**src/rtl/disp_scan_ctrl.sv**
```systemverilog
`default_nettype none
// ============================================================================
// Module   : disp_scan_ctrl
// Purpose  : Time-multiplexed BCD 7-segment scanner with decimal points,
//            dead time, PWM brightness and frame-synchronous data update.
// Options  : LEADING_ZERO_SUPPRESS_EN - blank leading zero digits
// Revision : 1.0 - initial release
// ============================================================================
module disp_scan_ctrl #(
   parameter int DIS_NUM   = 4,
   parameter int MLT_CNT   = 10,
   parameter int BLANK_CNT = 2,
   parameter int BW        = $clog2(MLT_CNT + 1)
) (
   input  logic                 i_clk,
   input  logic                 i_rst,
   input  logic [DIS_NUM*4-1:0] i_bcd_data,
   input  logic [DIS_NUM-1:0]   i_dp,
   input  logic                 i_load,
   input  logic [BW-1:0]        i_bright,
   output logic [6:0]           o_seg,
   output logic                 o_dp,
   output logic [DIS_NUM-1:0]   o_bcd_sel,
   output logic                 o_frame_done
);

   localparam int c_SW = $clog2(MLT_CNT);
   localparam int c_DW = $clog2(DIS_NUM);
   localparam logic [c_SW-1:0]    c_SLOT_LAST  = c_SW'(MLT_CNT - 1);
   localparam logic [c_SW-1:0]    c_SLOT_BLANK = c_SW'(BLANK_CNT);
   localparam logic [c_DW-1:0]    c_DIG_LAST   = c_DW'(DIS_NUM - 1);
   localparam logic [BW-1:0]      c_BRIGHT_RST = BW'(MLT_CNT);
   localparam logic [DIS_NUM-1:0] c_SEL_ONE    = DIS_NUM'(1);

   logic [c_SW-1:0]      r_slot_cnt;
   logic [c_DW-1:0]      r_dig_idx;
   logic [DIS_NUM*4-1:0] r_stg_data;
   logic [DIS_NUM*4-1:0] r_act_data;
   logic [DIS_NUM-1:0]   r_stg_dp;
   logic [DIS_NUM-1:0]   r_act_dp;
   logic [BW-1:0]        r_stg_bright;
   logic [BW-1:0]        r_act_bright;
   logic                 r_load_pend;

   logic                 w_slot_last;
   logic                 w_frame_end;
   logic                 w_sel_on;
   logic [3:0]           w_nib [DIS_NUM];
   logic [DIS_NUM-1:0]   w_lz_blank;
   logic [3:0]           w_cur_nib;
   logic                 w_cur_blank;

   function automatic logic [6:0] seg_decode(input logic [3:0] nib);
      logic [6:0] seg;
      case (nib)
         4'd0:    seg = 7'h3F;
         4'd1:    seg = 7'h06;
         4'd2:    seg = 7'h5B;
         4'd3:    seg = 7'h4F;
         4'd4:    seg = 7'h66;
         4'd5:    seg = 7'h6D;
         4'd6:    seg = 7'h7D;
         4'd7:    seg = 7'h07;
         4'd8:    seg = 7'h7F;
         4'd9:    seg = 7'h6F;
         default: seg = 7'h00;
      endcase
      return seg;
   endfunction

   assign w_slot_last = (r_slot_cnt == c_SLOT_LAST);
   assign w_frame_end = w_slot_last && (r_dig_idx == c_DIG_LAST);
   // An active brightness at or below the blank count leaves this window empty
   assign w_sel_on    = (r_slot_cnt >= c_SLOT_BLANK) && (BW'(r_slot_cnt) < r_act_bright);

   // Digit 0 sits in the most significant nibble
   for (genvar k = 0; k < DIS_NUM; k++) begin : g_nib
      assign w_nib[k] = r_act_data[(DIS_NUM-k)*4-1 -: 4];
   end

`ifdef LEADING_ZERO_SUPPRESS_EN
   // Digit k is blank when it and every more-significant digit is zero
   for (genvar k = 0; k < DIS_NUM; k++) begin : g_lzs
      if (k == DIS_NUM - 1) begin : g_last
         assign w_lz_blank[k] = 1'b0;
      end else if (k == 0) begin : g_first
         assign w_lz_blank[k] = (w_nib[k] == 4'd0);
      end else begin : g_mid
         assign w_lz_blank[k] = (w_nib[k] == 4'd0) && w_lz_blank[k-1];
      end
   end
`else
   assign w_lz_blank = '0;
`endif

   assign w_cur_nib   = w_nib[r_dig_idx];
   assign w_cur_blank = w_lz_blank[r_dig_idx];

   always_ff @(posedge i_clk or negedge i_rst) begin
      if (!i_rst) begin
         r_slot_cnt   <= '0;
         r_dig_idx    <= '0;
         r_stg_data   <= '0;
         r_act_data   <= '0;
         r_stg_dp     <= '0;
         r_act_dp     <= '0;
         r_stg_bright <= '0;
         r_act_bright <= c_BRIGHT_RST;
         r_load_pend  <= 1'b0;
         o_seg        <= '0;
         o_dp         <= 1'b0;
         o_bcd_sel    <= '0;
         o_frame_done <= 1'b0;
      end else begin
         r_slot_cnt <= w_slot_last ? '0 : r_slot_cnt + 1'b1;
         if (w_slot_last) begin
            r_dig_idx <= (r_dig_idx == c_DIG_LAST) ? '0 : r_dig_idx + 1'b1;
         end

         if (i_load) begin
            r_stg_data   <= i_bcd_data;
            r_stg_dp     <= i_dp;
            r_stg_bright <= i_bright;
         end
         // A load on the boundary edge stays pending for the following frame
         if (w_frame_end && r_load_pend) begin
            r_act_data   <= r_stg_data;
            r_act_dp     <= r_stg_dp;
            r_act_bright <= r_stg_bright;
            r_load_pend  <= i_load;
         end else if (i_load) begin
            r_load_pend  <= 1'b1;
         end

         o_frame_done <= w_frame_end;
         if (w_sel_on) begin
            o_bcd_sel <= c_SEL_ONE << r_dig_idx;
            o_seg     <= w_cur_blank ? 7'h00 : seg_decode(w_cur_nib);
            o_dp      <= r_act_dp[r_dig_idx];
         end else begin
            o_bcd_sel <= '0;
            o_seg     <= '0;
            o_dp      <= 1'b0;
         end
      end
   end

endmodule
`default_nettype wire
```
**config.mk**
```make
export PLATFORM = sky130hd
export DESIGN_NAME = disp_scan_ctrl
export DESIGN_NICKNAME = d
export VERILOG_FILES = /design/src/rtl/disp_scan_ctrl.sv
export SDC_FILE = /design/constraint.sdc
export NUM_CORES = 1
export LEC_CHECK = 0
export CORE_MARGIN = 2
export CORE_UTILIZATION = 40
export DETAILED_ROUTE_END_ITERATION = 6
export PLACE_DENSITY_LB_ADDON = 0.25
export SYNTH_ARGS = -nofsm -noshare
export SYNTH_HDL_FRONTEND = slang
export SYNTH_SLANG_ARGS = --single-unit
```
**constraint.sdc**
```tcl
create_clock -name i_clk -period 2.45 [get_ports i_clk]
set_input_delay 0.49 -clock i_clk [delete_from_list [all_inputs] [get_ports i_clk]]
set_output_delay 0.49 -clock i_clk [all_outputs]
set_load 0.01 [all_outputs]
```
; ---- After elaboration in Yosys (flattened, before gate mapping)
; Memories as Yosys holds them, arrays and structs flattened.
; Index checks and enable logic that the tools add are counted.
[totals]
mem_count = 1
input_bits = 27
register_bits = 68
mem_bits_ro = 112
wordCells = 43
output_inout_bits = 13
[mem_list]
columns = memory, depth, word_bits, rd, rd_clocked_by_memory_dff, wr, line
row1 = (no name shown), 16, 7, 1, 0, 0, 55  ; case (nib)
[classes]
bitwise_logic = 1
n_reduce_logical = 4
eq_ne = 2
n_addsub = 2
order_cmp = 4
n_shift = 1
mux = 15
[ops]
columns = op, n
row1 = $mux 4, 4
row2 = $mux 7, 2
row3 = $bmux 4 s2, 1
row4 = $mux 1, 5
row5 = $add 4x1->4 const B, 1
row6 = $bmux 1 s2, 2
row7 = $eq 4x4->1 const B, 1
row8 = $ge 4x2->1 const B, 1
row9 = $lt 4x4->1, 1
row10 = $shl 1x2->4 const A, 1
row11 = $ge 3x3->1 const B, 1
row12 = $logic_and 1x1->1, 3
row13 = $lt 2x3->1 const B, 1
row14 = $not 2->3, 1
row15 = $add 2x1->2 const B, 1
row16 = $eq 2x2->1 const B, 1
row17 = $mux 2, 1
row18 = $reduce_bool 2->1, 1

; ---- Logic depth before layout (Yosys ltp)
; Gate-level depths: netlist (run 1).
; An unclocked memory read counts as a cell.
[logic_depth]
ltp_word = 7
ltp_mapped = 8
ltp_nobuf = 7

; ---- Worst setup path before layout (run 1)
; No wires, ideal clock.
[synth_path]
kind = flip-flop to flip-flop
startpoint = reg r_dig_idx[0]
endpoint = reg o_seg[3]
stages_incl_launch_ff = 8
setup_ns = 0.119
t_required_ns = 2.331
period_less_slack_ns = 1.868
t_arrival_ns = 1.749
path_slack_ns = 0.582
path_cell_list = dfrtp_1 > buf_6 > mux4_1 > inv_1 > ha_1 > nand2_1 > a21oi_1 > o21a_1
[synth_via]
elab_chain_len = 7
elab_cells_between_ends = 9
classes_between = mux (7) / bitwise (1) / memory (1)
[synth_rtl]
columns = element, line
row1 = "start, declared", 36  ; logic [c_DW-1:0] r_dig_idx;
row2 = "start signal, assigned", 117  ; r_dig_idx <= (r_dig_idx == c_DIG_LAST) ? '0 : r_dig_idx + 1'b1;
row3 = $not 2->3 (implied by the code), 96  ; assign w_cur_nib = w_nib[r_dig_idx];
row4 = $bmux 4 s2, 96
row5 = $mux 4 (implied by the code) (2 in series), 96
row6 = $mem_v2 16x7, n/a
row7 = $mux 7 *, 138  ; o_seg <= w_cur_blank ? 7'h00 : seg_decode(w_cur_nib);
row8 = $mux 7 *, 136  ; if (w_sel_on) begin
row9 = "end signal, assigned", 138
row10 = "end, declared", 21  ; output logic [6:0] o_seg,
; Mark *: on every way between the ends. The rest lies on a longest branch, timed or not. The select of a mux whose other input is x is not followed.
; A chain may end at the register's enable or synchronous reset.

; ---- Worst setup path after layout (run 1)
; Same ends and word-level chain as after synthesis.

==> results of run 1 <==
-- cell families (layout without fill, tap and decap cells) --
logic type               count (synthesis)  after routing  share of synthesized area (%)
AO/OA/AOI/OAI                           23             23                          4.877
XOR/XNOR                                 1              1                         0.2969
adder cells (fa/ha/maj)                 12             12                          5.089
buffers and inverters                   22             74                          3.817
flip-flops                              68             68                          57.76
multiplexers                            56             56                          23.54
AND/OR/NAND/NOR                         23             23                          4.623
-- final timing paths --
path                                          start                         end  slack, ns  cells past startpoint
min in group i_clk          r_load_pend$_DFFE_PN0P_     r_load_pend$_DFFE_PN0P_       0.51                      1
hold / removal                                i_rst  r_stg_data[10]$_DFFE_PN0P_       0.13                      1
hold reg to reg             r_load_pend$_DFFE_PN0P_     r_load_pend$_DFFE_PN0P_       0.51                      1
setup reg to reg           r_dig_idx[0]$_DFFE_PN0N_          o_seg[3]$_DFF_PN0_       0.34                      6
max in group asynchronous                     i_rst      o_frame_done$_DFF_PN0_       1.75                      2
setup / recovery           r_dig_idx[0]$_DFFE_PN0N_          o_seg[3]$_DFF_PN0_       0.34                      6
-- power breakdown --
group / switching [mW] / internal, mW / total, mW
clock network: 0.409 / 0.522 / 0.932
registers: 0.0430 / 1.22 / 1.27
logic: 0.116 / 0.177 / 0.294
total: 0.568 / 1.92 / 2.49
-- flip-flops by register name, summed over array words and instances (netlist names), 2 cells and up --
register	count
o_bcd_sel	4
r_stg_bright	4
r_stg_dp	4
r_stg_data	16
r_act_data	16
r_dig_idx	2
r_slot_cnt	4
r_act_dp	4
r_act_bright	4
o_seg	7
-- routing by layer --
metal  up-vias  routed length (um)  track usage [%]
met3        13                 187            3.185
met1       838                2229            16.46
li1        806                   -                -
met4         0                 167            8.462
met5         -                   0                0
met2        37                2131            20.27
-- cell usage in the layout, fill, tap and decap left out, types with 2 or more instances in the layout --
cell | Yosys | final
dfrtp_1 | 66 | 66
mux2_2 | 48 | 48
clkdlybuf4s50_1 | 0 | 38
inv_1 | 14 | 14
ha_1 | 12 | 12
clkbuf_8 | 0 | 11
nand2_1 | 6 | 6
a21oi_1 | 6 | 6
o21ai_0 | 6 | 6
o21a_1 | 6 | 6
and2_1 | 5 | 5
nor2_1 | 4 | 4
buf_4 | 0 | 4
mux4_1 | 3 | 3
mux2i_1 | 3 | 3
mux4_2 | 2 | 2
clkinv_2 | 0 | 2
dfstp_2 | 2 | 2
-- cell type report --
cell class              instances  area [um2]  share of cell area [%]
well taps                      99       123.9                   3.392
repair buffers                 44       435.4                   11.92
multi-input cells             115        1134                   31.04
inverters                      14       52.55                   1.439
flip-flops and latches         68        1704                   46.66
clock buffers                  12       155.1                   4.248
clock inverters                 4       47.55                   1.302
-- metrics by stage --
step	instances	total power, mW
2_1_floorplan	205	1.444
5_1_grt	356	2.617
6_report	356	2.491
3_5_place_dp	340	1.589
4_1_cts	356	2.526
3_3_place_gp	340	1.581
==> results.json, run 1 <==
{
  "outcome": "complete, no violations",
  "maxSlewViolCount": 0,
  "max-vdd-ir-drop_mv": 0.3809,
  "fill_cells": 681,
  "ios": 40,
  "synth_nets": 244,
  "synthArstFlopShare_pct": 100.0,
  "cts_buffers": 9,
  "yosys_most_used_dff": "dfrtp_1",
  "die_w_um": 89.88,
  "tightest_slew_ns": 0.5456,
  "vias": 1694,
  "path_buf_inv": 1,
  "maxCapViolCount": 0,
  "cts-htree-levels": 3,
  "io_buffers": 39,
  "synth_cell_types": 30,
  "antenna_found_initial": 0,
  "fp-row-count": 31,
  "insertion_delay_ns": 0.34,
  "postPlaceCellArea_um2": 3450,
  "critical-path-top-delay-family": "multiplexers",
  "min_period_over_period_pct": 86.07,
  "antenna_left": 0,
  "setup-violations-final": 0,
  "drc": 0,
  "path_cells": "mux4_1 -> inv_1 -> ha_1 -> nand2_1 -> a21oi_1 -> o21a_1",
  "tritoncts": "done",
  "wl_mm": 4.716,
  "synth_enable_flop_cells": 0,
  "synth_top_area_share_pct": 55.98,
  "grt_max_degree": 36,
  "p_leak_nw": 1.606,
  "yosys-top-cells-count": "66 x dfrtp_1, 48 x mux2_2, 14 x inv_1",
  "die-area_um2": 8078,
  "power_density_nw_per_um2": 681.9,
  "grt_pass1_vias": 1768,
  "worstSetupPathType": "reg2reg",
  "synth_cells": 205,
  "dp_slack_ns": 0.3291,
  "core_um2": 7214,
  "area_growth_pct": 23.79,
  "hold_path_class": "in2async",
  "syn_avg_cell_area_um2": 14.39,
  "viasPerCell": 4.758,
  "ys_ff_latch": 68,
  "clk_pin_slew_ns": 0.07,
  "cp_data_arrival_time_ns": 2.34,
  "timing.final.ws_setup_ns": 0.3413,
  "rsz0062_at_grt": "false",
  "fin_area_um2": 3652,
  "cpPeakStageDelay_ns": 0.70,
  "synth_area_leaders": "dfrtp_1 56%, mux2_2 18%, ha_1 5.1%",
  "path_max_fanout": 9,
  "drive_gt1_share_pct": 29.18,
  "grt_pass1_wl_mm": 8.328,
  "drt_pass1_iterations": 4,
  "postCtsHoldBufs": 0,
  "cts_setup_buffers": 0,
  "cts_buffer_depth": 2,
  "gr-usage-all-layers_pct": 13.08,
  "drt_iter0_drc": 64,
  "dieHeight_um": 89.88,
  "clock_skew_ns": 0.006186,
  "clock_sinks": 68,
  "final_nets": 291,
  "gp_congestion": 0.7724,
  "wl_per_cell_um": 13.25,
  "ys_seq_area_share_pct": 57.76,
  "overflow": 0,
  "fin_crit_ns": 2.109,
  "finalHoldViolCount": 0,
  "synth_top_area_cell": "dfrtp_1",
  "ctsResizeCount": 0,
  "slowest_stage": "mux4_1",
  "dpl.hpwl_mm": 3.212,
  "final_core_util_pct": 50.62,
  "fin_hold_ws_ns": 0.1298,
  "maxSlewHeadroom_pct": 63.62,
  "yosys_warnings": 0,
  "start_util_pct": 40.89,
  "synth_area_um2": 2950,
  "setup_tns_ns": 0,
  "synth.most_common_cell": "dfrtp_1",
  "cp.required_ns": 2.68,
  "start_kind": "register",
  "antenna_cells": 0,
  "crit_path_end_kind": "register",
  "cts-root-buf": "clkbuf_8",
  "fmax_mhz": 474.2
}
(Power assumes the default switching activity.)
==> run 2, diff against run 1 <==
--- a/config.mk
+++ b/config.mk
@@ -6,7 +6,8 @@
 export NUM_CORES = 1
 export LEC_CHECK = 0
 export CORE_MARGIN = 2
-export CORE_UTILIZATION = 40
+export CORE_UTILIZATION = 56
+export CTS_BUF_LIST = sky130_fd_sc_hd__clkbuf_8
 export DETAILED_ROUTE_END_ITERATION = 6
 export PLACE_DENSITY_LB_ADDON = 0.25
 export SYNTH_ARGS = -nofsm -noshare
==> results.json, run 2 (synthesized netlist as in run 1, its figures left out) <==
{
  "cts_buffer_depth": 2,
  "die-area_um2": 5865,
  "ctsResizeCount": 0,
  "p_leak_nw": 1.610,
  "antenna_cells": 0,
  "io_buffers": 39,
  "dp_slack_ns": 0.5403,
  "dieHeight_um": 76.59,
  "postPlaceCellArea_um2": 3413,
  "final_nets": 291,
  "fp-row-count": 26,
  "wl_mm": 4.726,
  "fin_crit_ns": 1.927,
  "viasPerCell": 5.333,
  "cts_setup_buffers": 0,
  "path_max_fanout": 4,
  "clock_skew_ns": 0.005144,
  "clk_pin_slew_ns": 0.07,
  "drc": 0,
  "power_density_nw_per_um2": 663.5,
  "setup_tns_ns": 0,
  "worstSetupPathType": "reg2reg",
  "vias": 1744,
  "fin_area_um2": 3595,
  "cts-root-buf": "clkbuf_8",
  "dpl.hpwl_mm": 3.304,
  "drt_pass1_iterations": 4,
  "crit_path_end_kind": "register",
  "timing.final.ws_setup_ns": 0.5233,
  "grt_max_degree": 69,
  "rsz0062_at_grt": "false",
  "multiInputGateArea_um2": 1134,
  "clock_sinks": 68,
  "ff_latch_area_um2": 1704,
  "min_period_over_period_pct": 78.64,
  "finalHoldViolCount": 0,
  "cp.required_ns": 2.70,
  "overflow": 0,
  "fmax_mhz": 519.0,
  "maxSlewHeadroom_pct": 71.19,
  "layout_commonest_cell": "dfrtp_1",
  "insertion_delay_ns": 0.33,
  "drive_gt1_share_pct": 28.40,
  "hold_path_class": "in2async",
  "start_util_pct": 57.77,
  "area_growth_pct": 21.84,
  "gr-usage-all-layers_pct": 18.39,
  "setup-violations-final": 0,
  "outcome": "complete, no violations",
  "tightest_slew_ns": 0.4289,
  "final_cell_mix": "66 x dfrtp_1, 48 x mux2_2, 38 x clkdlybuf4s50_1, 17 x inv_1",
  "max-vdd-ir-drop_mv": 0.4625,
  "postCtsHoldBufs": 0,
  "antenna_found_initial": 0,
  "maxSlewViolCount": 0,
  "cp_data_arrival_time_ns": 2.18,
  "grt_pass1_wl_mm": 8.217,
  "tritoncts": "done",
  "grt_pass1_vias": 1762,
  "antenna_left": 0,
  "drt_iter0_drc": 89,
  "fin_cells": 327,
  "cts-htree-levels": 3,
  "die_w_um": 76.59,
  "dp_cells": 311,
  "wl_per_cell_um": 14.45,
  "gp_congestion": 0.7404,
  "top_regs": "r_act_data: 16 flops, r_stg_data: 16 flops, o_seg: 7 flops",
  "ios": 40,
  "start_kind": "register",
  "fill_cells": 376,
  "cts_buffers": 9,
  "core_um2": 5107,
  "maxCapViolCount": 0
}
run 2: stage by stage:
| step | hold slack [ns] | total power, mW | utilization [%] |
|---|---|---|---|
| floorplan | 0.1944 | 1.444 | - |
| global placement | 0.4805 | 1.574 | 66.83 |
| detailed placement | 0.4860 | 1.591 | 66.83 |
| CTS | 0.1684 | 2.412 | 70.38 |
| global route | 0.1891 | 2.502 | 70.38 |
| finish | 0.1459 | 2.385 | 70.38 |
run 2: cell type report:
cell class / count / area share, %
well taps: 70 / 2.436
clock buffers: 12 / 4.594
flip-flops and latches: 68 / 47.41
multi-input cells: 115 / 31.54
clock inverters: 4 / 0.4525
inverters: 14 / 1.462
repair buffers: 44 / 12.11
run 2: per-layer routing:
metal | vias to the layer above | GRT usage [%] | routed length, um
li1 | 805 | - | -
met1 | 892 | 23.41 | 2109
met2 | 37 | 28.85 | 2355
met3 | 10 | 4.739 | 160
met4 | 0 | 10.36 | 101
met5 | - | 0 | 0
run 2: worst paths after layout:
path,from,to,slack (ns),cells past startpoint
worst min register to register,r_stg_data[8]$_DFFE_PN0P_,r_act_data[8]$_DFFE_PN0P_,0.50,1
min in group i_clk,r_stg_data[8]$_DFFE_PN0P_,r_act_data[8]$_DFFE_PN0P_,0.50,1
max in group asynchronous,i_rst,r_act_bright[3]$_DFFE_PN1P_,1.97,2
worst max register to register,r_dig_idx[0]$_DFFE_PN0N_,o_seg[4]$_DFF_PN0_,0.52,7
worst max-delay path,r_dig_idx[0]$_DFFE_PN0N_,o_seg[4]$_DFF_PN0_,0.52,7
worst min-delay path,i_rst,r_slot_cnt[3]$_DFF_PN0_,0.15,2
run 2: power breakdown:
part / internal, mW / switching (mW) / total [mW]
Clock: 0.438 / 0.382 / 0.820
Sequential: 1.22 / 0.0447 / 1.27
Combinational: 0.177 / 0.121 / 0.298
run 2: worst max-delay path, cell delays in order, from the launching register on:
cell,delay [ns]
dfrtp_1,0.41
mux4_1,0.63
inv_1,0.15
ha_1,0.18
inv_1,0.04
a21oi_1,0.13
o21ai_0,0.10
a21boi_0,0.19
==> run 3, diff against run 2 <==
==> constraint.sdc (replaced) <==
create_clock -name i_clk -period 1.8 [get_ports i_clk]
set_input_delay 0.36 -clock i_clk [delete_from_list [all_inputs] [get_ports i_clk]]
set_output_delay 0.36 -clock i_clk [all_outputs]
set_load 0.01 [all_outputs]
==> results.json, run 3 (synthesized netlist as in run 1, its figures left out) <==
{
  "min_period_over_period_pct": 97.28,
  "r2r_slack_ns": 0.05,
  "reg2reg_to": "o_seg[3]$_DFF_PN0_",
  "tightest_slew_ns": 0.5231,
  "rsz0062_at_grt": "true",
  "wl_mm": 5.264,
  "cts_buffers": 9,
  "cp.required_ns": 2.04,
  "worstSetupPathType": "reg2reg",
  "top_regs": "r_act_data: 16 flops, r_stg_data: 16 flops, o_seg: 7 flops",
  "drt_pass1_iterations": 4,
  "final_nets": 303,
  "ios": 40,
  "grt_max_degree": 27,
  "layout_commonest_cell": "dfrtp_1",
  "setup-violations-final": 0,
  "setup_tns_ns": 0,
  "p_leak_nw": 1.702,
  "path_max_fanout": 4,
  "outcome": "complete, no violations",
  "viasPerCell": 5.292,
  "fin_cells": 339,
  "final_cell_mix": "65 x dfrtp_1, 48 x mux2_2, 38 x clkdlybuf4s50_1, 12 x inv_1, 11 x ha_1",
  "clock_skew_ns": 0.005821,
  "grt_pass1_vias": 1939,
  "fill_cells": 344,
  "io_buffers": 39,
  "maxSlewHeadroom_pct": 65.13,
  "cp_data_arrival_time_ns": 1.99,
  "area_growth_pct": 30.49,
  "crit_end": "o_seg[3]$_DFF_PN0_",
  "antenna_cells": 0,
  "reg2reg_from": "r_dig_idx[0]$_DFFE_PN0N_",
  "start_kind": "register",
  "drt_iter0_drc": 61,
  "maxCapViolCount": 0,
  "dp_cells": 319,
  "grt_pass1_wl_mm": 8.887,
  "die_w_um": 76.59,
  "clock_sinks": 68,
  "clk_pin_slew_ns": 0.07,
  "fin_crit_ns": 1.751,
  "gp_congestion": 0.7847,
  "dieHeight_um": 76.59,
  "gr-usage-all-layers_pct": 19.83,
  "fmax_mhz": 571.1,
  "cts-htree-levels": 3,
  "power_density_nw_per_um2": 1001,
  "hold_path_class": "reg2reg",
  "reg2regPathDepth": 6,
  "start_util_pct": 57.77,
  "antenna_found_initial": 0,
  "cts_buffer_depth": 2,
  "fin_hold_ws_ns": 0.5028,
  "dp_slack_ns": -0.04213,
  "wl_per_cell_um": 15.53,
  "die-area_um2": 5865,
  "maxSlewViolCount": 0,
  "fp-row-count": 26,
  "crit_path_end_kind": "register",
  "final_core_util_pct": 75.38,
  "crit_start": "r_dig_idx[0]$_DFFE_PN0N_",
  "antenna_left": 0,
  "finalHoldViolCount": 0,
  "drc": 0,
  "core_um2": 5107,
  "tritoncts": "done",
  "insertion_delay_ns": 0.34,
  "timing.final.ws_setup_ns": 0.04899,
  "max-vdd-ir-drop_mv": 0.7576,
  "overflow": 0,
  "cts-root-buf": "clkbuf_8",
  "vias": 1794,
  "dpl.hpwl_mm": 3.575,
  "drive_gt1_share_pct": 36.06
}
==> run 3: cell count changes in the layout (fill, tap and decap cells not counted), sizes merged <==
cell	delta
buf	+10
dlygate4sd3	+1
clkbuf	-2
bufinv	+4
clkinv	-1
clkinvlp	+2
inv	-3
mux4	+1
==> run 3: critical path, stage by stage, from the launching register on <==
cell,delay [ns]
dfrtp_2,0.41
mux4_2,0.54
inv_1,0.13
ha_1,0.26
nand2_1,0.09
a21oi_2,0.05
o21a_1,0.16
==> run 3: cell type report <==
cell class / instances / area (um2) / area share, %
sequential: 68 / 1705 / 44.30
multi-input combinational: 116 / 1170 / 30.39
timing repair buffer: 55 / 561.8 / 14.59
clock buffer: 10 / 137.6 / 3.575
clock inverter: 6 / 135.1 / 3.510
tap: 70 / 87.58 / 2.275
inverter: 14 / 52.55 / 1.365
==> run 3: how the worst min path moves through the flow <==
stage / start / to / slack, ns / cells after the start
final: r_act_dp[3]$_DFFE_PN0P_ / r_act_dp[3]$_DFFE_PN0P_ / 0.50 / 1
after global routing: r_stg_bright[0]$_DFFE_PN0P_ / r_stg_bright[0]$_DFFE_PN0P_ / 0.53 / 1
after CTS: i_rst / r_slot_cnt[1]$_DFF_PN0_ / 0.51 / 2
after detailed placement: i_rst / r_slot_cnt[1]$_DFF_PN0_ / 0.35 / 1
after global placement: i_rst / r_slot_cnt[1]$_DFF_PN0_ / 0.35 / 1
after floorplan: i_rst / o_bcd_sel[0]$_DFF_PN0_ / 0.06 / 0
==> run 3: repair_timing <==
action / CTS / global route
hold buffers: 1 / 0
resized for setup: 1 / 11
pin swaps: 0 / 4
cloned: 0 / 1
setup endpoints to repair: 4 / 5
buffers inserted: 0 / 2
endpoints found under the hold margin: 17 / 0
==> run 3: routing by layer <==
| layer | track usage, % | routed length (um) | vias to the layer above |
|---|---|---|---|
| met5 | 0 | 0 | - |
| met4 | 10.36 | 77 | 0 |
| met3 | 5.213 | 211 | 8 |
| met2 | 33.10 | 2680 | 43 |
| met1 | 23.70 | 2294 | 907 |
| li1 | - | - | 836 |
==> run 3: power by group <==
| part | leakage [nW] | internal (mW) | switching [mW] |
|---|---|---|---|
| sequential | 0.814 | 1.66 | 0.0671 |
| combinational | 0.760 | 0.270 | 0.179 |
| clock | 0.129 | 1.10 | 0.576 |
==> run 3: metrics by stage <==
| stage | cell area (um2) | total power, mW |
|---|---|---|
| 6_report | 3850 | 3.854 |
| 3_5_place_dp | 3503 | 2.184 |
| 2_1_floorplan | 2943 | 1.966 |
| 4_1_cts | 3787 | 3.871 |
| 5_1_grt | 3850 | 4.003 |
| 3_3_place_gp | 3503 | 2.160 |
